## config.mk

```make
export PLATFORM = sky130hd
export DESIGN_NAME = p4_router_ingress_rr_merge
export DESIGN_NICKNAME = d
export VERILOG_FILES = /design/src/rtl/p4_router_ingress_rr_merge.sv
export SDC_FILE = /design/constraint.sdc
export NUM_CORES = 1
export LEC_CHECK = 0
export ABC_CLOCK_PERIOD_IN_PS = 4000
export CORE_AREA = 4 4 301 303
export CTS_CLUSTER_DIAMETER = 40
export CTS_CLUSTER_SIZE = 40
export DETAILED_ROUTE_END_ITERATION = 16
export DIE_AREA = 0 0 305 307
export PLACE_DENSITY_LB_ADDON = 0.15
export RECOVER_POWER = 100
export SLEW_MARGIN = 20
export SYNTH_ARGS = -nofsm -noshare
export SYNTH_HDL_FRONTEND = slang
export SYNTH_SLANG_ARGS = --single-unit
```

## constraint.sdc

```tcl
create_clock -name clk -period 4 [get_ports clk]
set_input_delay 0.4 -clock clk [delete_from_list [all_inputs] [get_ports clk]]
set_output_delay 0.4 -clock clk [all_outputs]
set_load 0.02 [all_outputs]
```

## src/rtl/p4_router_ingress_rr_merge.sv

```systemverilog
// Round-robin ingress merger for the P4 router front end.
// NUM_PORTS AXI-Stream slave ports are merged into one master stream through
// a single output register stage. A grant covers a whole frame. Frames longer
// than MTU_WORDS beats are cut at beat MTU_WORDS and flagged with m_tuser=1 on
// that last beat, and the port then swallows the rest of the frame.
// Ports:
//   clk, aresetn                          clock, async active-low reset
//   s_tvalid/s_tready/s_tlast [NP]        per-port handshake + last
//   s_tdata [NP*DW], s_tkeep [NP*DB]      per-port payload, port p in slice p
//   m_tvalid/m_tready/m_tlast/m_tuser     merged handshake, last, truncation flag
//   m_tdata, m_tkeep, m_tid               merged payload and source port
//   port_enable, cnt_clear [NP]           per-port enable / counter clear strobe
//   frame_cnt/oversize_cnt/drop_cnt       per-port saturating statistics
//   port_active [NP]                      port granted or discarding

// Per-port statistics: three saturating counters, clear wins over increment.
module p4_rim_port_stats #(
  parameter int CW = 32
) (
  input  logic          clk,
  input  logic          aresetn,
  input  logic          clr,
  input  logic          inc_frame,
  input  logic          inc_over,
  input  logic          inc_drop,
  output logic [CW-1:0] frame_cnt,
  output logic [CW-1:0] oversize_cnt,
  output logic [CW-1:0] drop_cnt
);
  function automatic logic [CW-1:0] bump(input logic [CW-1:0] c, input logic inc);
    return (inc && (c != {CW{1'b1}})) ? c + CW'(1) : c;
  endfunction

  always_ff @(posedge clk or negedge aresetn) begin
    if (!aresetn) begin
      frame_cnt    <= '0;
      oversize_cnt <= '0;
      drop_cnt     <= '0;
    end else if (clr) begin
      frame_cnt    <= '0;
      oversize_cnt <= '0;
      drop_cnt     <= '0;
    end else begin
      frame_cnt    <= bump(frame_cnt, inc_frame);
      oversize_cnt <= bump(oversize_cnt, inc_over);
      drop_cnt     <= bump(drop_cnt, inc_drop);
    end
  end
endmodule

module p4_router_ingress_rr_merge #(
  parameter int NUM_PORTS     = 4,
  parameter int DATA_BYTES    = 8,
  parameter int MTU_BYTES     = 1500,
  parameter int COUNTER_WIDTH = 32
) (
  input  logic                                 clk,
  input  logic                                 aresetn,
  input  logic [NUM_PORTS-1:0]                 s_tvalid,
  output logic [NUM_PORTS-1:0]                 s_tready,
  input  logic [NUM_PORTS-1:0]                 s_tlast,
  input  logic [NUM_PORTS*DATA_BYTES*8-1:0]    s_tdata,
  input  logic [NUM_PORTS*DATA_BYTES-1:0]      s_tkeep,
  output logic                                 m_tvalid,
  input  logic                                 m_tready,
  output logic                                 m_tlast,
  output logic [DATA_BYTES*8-1:0]              m_tdata,
  output logic [DATA_BYTES-1:0]                m_tkeep,
  output logic [((NUM_PORTS > 1) ? $clog2(NUM_PORTS) : 1)-1:0] m_tid,
  output logic                                 m_tuser,
  input  logic [NUM_PORTS-1:0]                 port_enable,
  input  logic [NUM_PORTS-1:0]                 cnt_clear,
  output logic [NUM_PORTS*COUNTER_WIDTH-1:0]   frame_cnt,
  output logic [NUM_PORTS*COUNTER_WIDTH-1:0]   oversize_cnt,
  output logic [NUM_PORTS*COUNTER_WIDTH-1:0]   drop_cnt,
  output logic [NUM_PORTS-1:0]                 port_active
);
  localparam int DW        = DATA_BYTES * 8;
  localparam int MTU_WORDS = (MTU_BYTES + DATA_BYTES - 1) / DATA_BYTES;
  localparam int WCW       = $clog2(MTU_WORDS + 1);
  localparam int TIDW      = (NUM_PORTS > 1) ? $clog2(NUM_PORTS) : 1;
  localparam logic [WCW-1:0] LAST_W = WCW'(MTU_WORDS - 1);

  typedef enum logic {IDLE, GRANT} state_t;

  state_t               state, state_nx;
  logic [TIDW-1:0]      gnt, last_grant, pick, hi, lo;
  logic                 pick_vld, hi_vld;
  logic [NUM_PORTS-1:0] discard, elig, grant_vec;
  logic [NUM_PORTS-1:0] inc_frame, inc_over, inc_drop;
  logic [WCW-1:0]       wcnt;
  logic                 run, out_ld, acc, trunc, out_last;
  logic                 sel_last;
  logic [DW-1:0]        sel_data;
  logic [DATA_BYTES-1:0] sel_keep;

  // run keeps every s_tready low while reset is held and for the first cycle
  // after release, so disabled ports do not report ready during reset.
  assign out_ld   = !m_tvalid || m_tready;
  assign elig     = s_tvalid & port_enable & ~discard;
  assign sel_last = s_tlast[gnt];
  assign sel_data = s_tdata[int'(gnt)*DW +: DW];
  assign sel_keep = s_tkeep[int'(gnt)*DATA_BYTES +: DATA_BYTES];
  assign acc      = (state == GRANT) && s_tvalid[gnt] && s_tready[gnt];
  // Beat MTU_WORDS without tlast: force a last beat and mark it truncated.
  assign trunc    = acc && (wcnt == LAST_W) && !sel_last;
  assign out_last = sel_last || trunc;
  assign port_active = grant_vec | discard;

  always_comb begin
    s_tready  = '0;
    grant_vec = '0;
    for (int p = 0; p < NUM_PORTS; p++) begin
      grant_vec[p] = (state == GRANT) && (gnt == TIDW'(p));
      if (!run)                             s_tready[p] = 1'b0;
      else if (grant_vec[p])                s_tready[p] = out_ld;
      else if (discard[p] || !port_enable[p]) s_tready[p] = 1'b1;
    end
  end

  // Round robin: first eligible port above last_grant, else lowest eligible.
  always_comb begin
    hi = '0; lo = '0; hi_vld = 1'b0; pick_vld = 1'b0;
    for (int p = NUM_PORTS - 1; p >= 0; p--) begin
      if (elig[p]) begin
        lo = TIDW'(p);
        pick_vld = 1'b1;
        if (TIDW'(p) > last_grant) begin
          hi = TIDW'(p);
          hi_vld = 1'b1;
        end
      end
    end
    pick = hi_vld ? hi : lo;
  end

  always_comb begin
    state_nx = state;
    case (state)
      IDLE:    if (pick_vld) state_nx = GRANT;
      GRANT:   if (acc && out_last) state_nx = IDLE;
      default: state_nx = IDLE;
    endcase
  end

  always_ff @(posedge clk or negedge aresetn) begin
    if (!aresetn) begin
      state      <= IDLE;
      run        <= 1'b0;
      gnt        <= '0;
      last_grant <= TIDW'(NUM_PORTS - 1);
      wcnt       <= '0;
      discard    <= '0;
      m_tvalid   <= 1'b0;
      m_tlast    <= 1'b0;
      m_tuser    <= 1'b0;
      m_tdata    <= '0;
      m_tkeep    <= '0;
      m_tid      <= '0;
    end else begin
      run   <= 1'b1;
      state <= state_nx;
      if (state == IDLE && pick_vld) begin
        gnt        <= pick;
        last_grant <= pick;
        wcnt       <= '0;
      end
      if (acc) wcnt <= out_last ? '0 : wcnt + WCW'(1);
      for (int p = 0; p < NUM_PORTS; p++) begin
        if (trunc && gnt == TIDW'(p))
          discard[p] <= 1'b1;
        else if (discard[p] && s_tvalid[p] && s_tlast[p])
          discard[p] <= 1'b0;
      end
      if (out_ld) begin
        m_tvalid <= acc;
        if (acc) begin
          m_tdata <= sel_data;
          m_tkeep <= sel_keep;
          m_tid   <= gnt;
          m_tlast <= out_last;
          m_tuser <= trunc;
        end
      end
    end
  end

  for (genvar p = 0; p < NUM_PORTS; p++) begin : g_port
    assign inc_frame[p] = acc && out_last && (gnt == TIDW'(p));
    assign inc_over[p]  = trunc && (gnt == TIDW'(p));
    // Only beats dropped because the port is disabled count; discard of a
    // truncated frame's tail is already accounted for in oversize_cnt.
    assign inc_drop[p]  = s_tvalid[p] && s_tready[p] && s_tlast[p] &&
                          !grant_vec[p] && !discard[p] && !port_enable[p];

    p4_rim_port_stats #(.CW(COUNTER_WIDTH)) u_stats (
      .clk          (clk),
      .aresetn      (aresetn),
      .clr          (cnt_clear[p]),
      .inc_frame    (inc_frame[p]),
      .inc_over     (inc_over[p]),
      .inc_drop     (inc_drop[p]),
      .frame_cnt    (frame_cnt[p*COUNTER_WIDTH +: COUNTER_WIDTH]),
      .oversize_cnt (oversize_cnt[p*COUNTER_WIDTH +: COUNTER_WIDTH]),
      .drop_cnt     (drop_cnt[p*COUNTER_WIDTH +: COUNTER_WIDTH])
    );
  end
endmodule
```

# After elaboration in Yosys (flattened, before gate mapping)
# Cells that the tools add are included.
# word_totals
regBits	479
inputBits	307
output_inout_bits	469
elab_cells	246
# op_classes
add_sub_neg	13
order_cmp	5
eq_ne	16
shifts	2
muxes	81
bitwise_logic	5
reduce_logical	97
# op_table
op	count
32-bit 2-to-1 mux	24
32-bit by 1-bit adder with 32-bit output (second input constant)	12
32-bit inequality test (second input constant)	12
256-bit by 9-bit variable part select with 64-bit output	1
1-bit logical AND	58
1-bit 2-to-1 mux	37
2-bit nonzero test	17
32-bit by 6-bit variable part select with 8-bit output	1
2-bit 2-to-1 mux	13
8-bit 2-to-1 mux	3
1-bit logical NOT	14
8-bit by 1-bit adder with 8-bit output (second input constant)	1
4-bit bitwise AND	2
8-bit equality test (second input constant)	1
1-bit binary-select mux with 2-bit select	3
1-bit logical OR	6
2-bit equality test (second input constant)	2
1-bit by 2-bit greater-than comparator with 1-bit output (first input constant)	2
2-bit greater-than comparator (first input constant)	2
4-bit NOT	1
4-bit bitwise OR	1
2-bit by 3-bit less-than comparator with 1-bit output (second input constant)	1
2-bit by 1-bit equality test with 1-bit output (second input constant)	1
2-bit logical NOT	1
other kinds (3)	3

# Depth between registers and ports, before layout
# depth
word_depth	16
depth_mapped	11
mapped_depth_nobuf	7

# Cells and area by module
# From an unflattened synthesis, not the netlist that was laid out.
# unflattened
cells_unflattened	2790
area_unflattened_um2	27430.1
# modules_own_cells
module	instances	cells_each	area_per_inst_um2	seq_area_each_um2
p4_rim_port_stats	4	595	5405.2	2402.3
p4_router_ingress_rr_merge	1	410	5809.3	2379.8

# Worst setup path before layout
# Ideal clock, no wire load.
# synth_timing
path_type	reg2reg
start	register g_port[1].u_stats.oversize_cnt[0]
end	register g_port[1].u_stats.oversize_cnt[1]
setup_ps	132
arrival_time_ps	2284
slack_ps	1584
path_stages_with_launch	8
path_buffers	0
period_less_slack_ps	2416
path_cell_list	dfrtp_1 ha_1 nand4_1 or3_1 nor4_1 or2_2 mux2i_1 nor2_1
# synth_via
elab_chain_cells	3
word_cells_on_any_way	6
cone_classes	add/sub: 1; eq/ne: 1; mux: 2; reduce/logical: 2
# synth_rtl
element	line_no	source
from (decl)	27	output logic [CW-1:0] oversize_cnt,
from (signal assigned)	45	oversize_cnt <= bump(oversize_cnt, inc_over);
32-bit by 1-bit adder with 32-bit output / 32-bit inequality test (equally long branches)	31	return (inc && (c != {CW{1'b1}})) ? c + CW'(1) : c;
32-bit 2-to-1 mux / 1-bit logical AND (equally long branches)	31	
32-bit 2-to-1 mux / 2-bit nonzero test (equally long branches)	-	
# Parallel ways exist; a longest one is shown, timed or not. The select of a mux whose other input is x is not followed.
# A chain may end at the register's enable or synchronous reset.

# Worst setup path after layout
# layout_timing
start	register wcnt[0]
end	register g_port[3].u_stats.frame_cnt[29]
# layout_via
elab_chain_cells	8
# layout_rtl
element	line_no	source
from (decl)	91	logic [WCW-1:0] wcnt;
from (signal assigned)	168	if (acc) wcnt <= out_last ? '0 : wcnt + WCW'(1);
8-bit equality test	106	assign trunc = acc && (wcnt == LAST_W) && !sel_last;
1-bit logical AND (2 in a row)	106	
1-bit logical OR	107	assign out_last = sel_last || trunc;
1-bit logical AND (2 in a row)	189	assign inc_frame[p] = acc && out_last && (gnt == TIDW'(p));
1-bit logical AND	31	
2-bit nonzero test (no source line)	-	
to (signal assigned)	44	frame_cnt <= bump(frame_cnt, inc_frame);
to (decl)	26	output logic [CW-1:0] frame_cnt,
# No other way between the ends.

==> impl_metrics.toml <==
[clock_tree]
cts_setup_buffers = 0
cts_tree = "yes"
cts-root-buf = "clkbuf_16"
h-tree-depth = 3
cts_max_path_buffers = 3
clk_pin_slew_ns = 0.05
cts_sinks = 479
clkLatencyLatePin_ns = 0.66
cts_buffers = 104

[timing]
setup_violations = 0
skew_ns = 0.0268
tightest_slew_ns = 2.99
min_period_ns = 3.51
setup_tns_ns = 0
fmax_mhz = 285
max_slew_margin = -0.995
hold_violations = 0
rsz0062_at_grt = "no"
timing.final.crit_share = 0.878
slew_violations = 93

[detailed_routing]
wl_met3_mm = 8.00
routed.top_layer = "met5"
wl_per_cell_um = 24.7
drt-initial-drc-count = 1853
num_vias = 26100
wirelength_mm = 120
wl_met1_mm = 46.7
antenna_left = 0
dr.pass1.iters = 7
dr_wl_met2_mm = 58.4
vias_per_cell = 5.40
post-route-drc-count = 0

[placement]
io_buffer_count = 775
dp_hpwl_mm = 91.3
place_congestion = 0.912

[yosys]
syn-cell-area_um2 = 27100
synthesis.instances = 2768
synth_seq_cells = 479
ys_warn_count = 0
synth-seq-area-share = 0.442
synth_edf_count = 0
synth_flop_cell = "dfrtp_1"
syn_nets = 3088
avgSynthCellArea_um2 = 9.80
synthArstFlopShare = 1.00
synth_cell_types = 84

[global_routing]
antenna_found_initial = 47
grt_pass1_wl_mm = 174
grt_max_degree = 98
grt_use_total = 0.245
overflow = 0
grt_pass1_vias = 25400

[setup_path]
required_ns = 4.53
cpPeakStageDelay_ns = 0.68
critPathTopFamily = "simple AND/OR/NAND/NOR gates"
crit_type = "register to register"
critPathLaunchType = "register"
critPathBufInv = 1
cp_max_fo = 66
endpoint_kind = "register"
cpMaxStageDelayCell = "clkbuf_2"
crit_chain = "ha_1 -> and4bb_1 -> a21oi_1 -> nor2_1 -> nand2_2 -> clkbuf_2 -> nor4_1 -> mux2_2"
cp.arrival_ns = 4.04

[die]
rows = 109
die_w_um = 305
die_y_um = 307
die-area_um2 = 93600
initial_core_util = 0.308
core_area_um2 = 88000
io_pins = 776

[cells_and_area]
layout_commonest_cell = "dfrtp_1"
area_growth_pct = 46.9
drive_above_1_share = 0.123
layout.nets = 3868
final_cell_mix = "475 x dfrtp_1, 470 x dlygate4sd3_1, 301 x clkdlybuf4s50_1, 261 x nor2_1, 186 x a21oi_1"

[worst_hold_path]
hp-class = "primary input to register"

[outcome]
violations = "capacitance limit, slew limit"
status = "complete, but fails checks"

[power_and_ir_drop]
p_per_area_nw_per_um2 = 492
vdd_ir_drop_max_v = 0.000312
p_total_w = 0.0196
leakagePower_nw = 16.5

[run]
maxCapViolCount = 1
[synthesized netlist by cell type (12+ instances only)]
cell | count | area [µm²]
dfrtp_1 | 477 | 11900
nor2_1 | 260 | 976
a21oi_1 | 185 | 926
nand3_1 | 172 | 861
nand2_1 | 167 | 627
nand4_1 | 156 | 976
or3_1 | 123 | 769
o21ai_0 | 119 | 596
mux2_2 | 105 | 1180
xor2_1 | 90 | 788
clkbuf_1 | 86 | 323
mux4_2 | 74 | 1670
or4_1 | 64 | 480
nor3_1 | 61 | 305
and3_1 | 55 | 344
xnor2_1 | 55 | 482
inv_1 | 51 | 191
nor4_1 | 51 | 319
o31ai_1 | 51 | 383
and4_1 | 42 | 368
buf_2 | 33 | 165
nor2b_1 | 31 | 194
and2_1 | 23 | 144
buf_4 | 15 | 113
ha_1 | 13 | 163
nand2b_1 | 13 | 81.3
o21a_1 | 12 | 90.1
o31a_1 | 12 | 105
[metal layers]
layer / vias up / track usage
met5: - / 0
met4: 2 / 0.140
met3: 219 / 0.0592
met2: 908 / 0.408
met1: 12900 / 0.291
li1: 12000 / -
[registers in the layout, indices dropped and copies added (netlist names)]
| signal | count |
|---|---|
| g_port.u_stats.frame_cnt | 128 |
| last_grant | 2 |
| m_tlast | 1 |
| m_tvalid | 1 |
| m_tdata | 64 |
| wcnt | 8 |
| discard | 4 |
| m_tid | 2 |
| m_tkeep | 8 |
| m_tuser | 1 |
| g_port.u_stats.oversize_cnt | 128 |
| g_port.u_stats.drop_cnt | 128 |
| state | 1 |
| run | 1 |
| gnt | 2 |
[through the flow]
stage	util	std cells	hold WS [ns]	setup WS [ns]	instance area (µm²)
final	0.453	4837	0.212	0.487	39900
after global placement	0.411	4606	0.486	0.430	36100
after floorplan	-	2768	0.104	1.58	27100
after global routing	0.453	4831	0.209	0.260	39800
after detailed placement	0.411	4606	0.492	0.429	36100
after CTS	0.454	4802	0.168	0.794	39900
[what timing repair did]
item | 4_1_cts | 5_1_grt
hold buffers | 1 | 0
resized for setup | 0 | 0
endpoints found under the hold margin | 84 | 0
[cell families (layout without fill, tap and decap cells)]
| group | count (synthesis) | after routing | synth area share |
|---|---|---|---|
| AOI/OAI and AO/OA | 441 | 441 | 0.0977 |
| xor gates and xnor gates | 145 | 145 | 0.0468 |
| adders and majority gates | 13 | 13 | 0.00599 |
| buffers and inverters | 204 | 1073 | 0.0332 |
| DFF | 479 | 479 | 0.442 |
| muxes | 192 | 192 | 0.110 |
| other | 1 | 36 | 0.000138 |
| and+or+nand+nor | 1293 | 1293 | 0.264 |
[final cells by class]
type,count,area [µm²]
antenna,35,87.6
clock buffer,126,2850
clock inverter,69,928
fill,8382,48100
inverter,53,199
multi-input combinational,2085,14200
sequential,479,12000
tap,1165,1460
timing repair buffer,825,8150
[power by group]
group	leakage (nW)	switching (W)	internal, W
Clock	1.81	0.00307	0.00619
Sequential	6.51	0.000320	0.00532
Combinational	8.14	0.00254	0.00215
Total	16.5	0.00593	0.0137
[worst register-to-register path, cell delays in order (launching register included)]
cell and delay (ns):
dfrtp_1 0.38, ha_1 0.25, and4bb_1 0.38, a21oi_1 0.20, nor2_1 0.40, nand2_2 0.10, clkbuf_2 0.68, nor4_1 0.64
mux2_2 0.38
[path summary, 6_finish.rpt]
check	start	end	slack, ns	cells past startpoint
setup / recovery	wcnt[0]$_DFFE_PN0P_	g_port[3].u_stats.frame_cnt[29]$_DFFE_PN0P_	0.49	8
hold / removal	cnt_clear[3]	g_port[3].u_stats.oversize_cnt[6]$_DFFE_PN0P_	0.21	2
setup reg to reg	wcnt[0]$_DFFE_PN0P_	g_port[3].u_stats.frame_cnt[29]$_DFFE_PN0P_	0.49	8
hold reg to reg	m_tdata[2]$_DFFE_PN0P_	m_tdata[2]$_DFFE_PN0P_	0.50	1
max in group asynchronous	aresetn	g_port[0].u_stats.drop_cnt[18]$_DFFE_PN0P_	0.81	3
min in group asynchronous	aresetn	g_port[1].u_stats.frame_cnt[17]$_DFFE_PN0P_	1.28	2
Power figures use the tool's default switching activity.
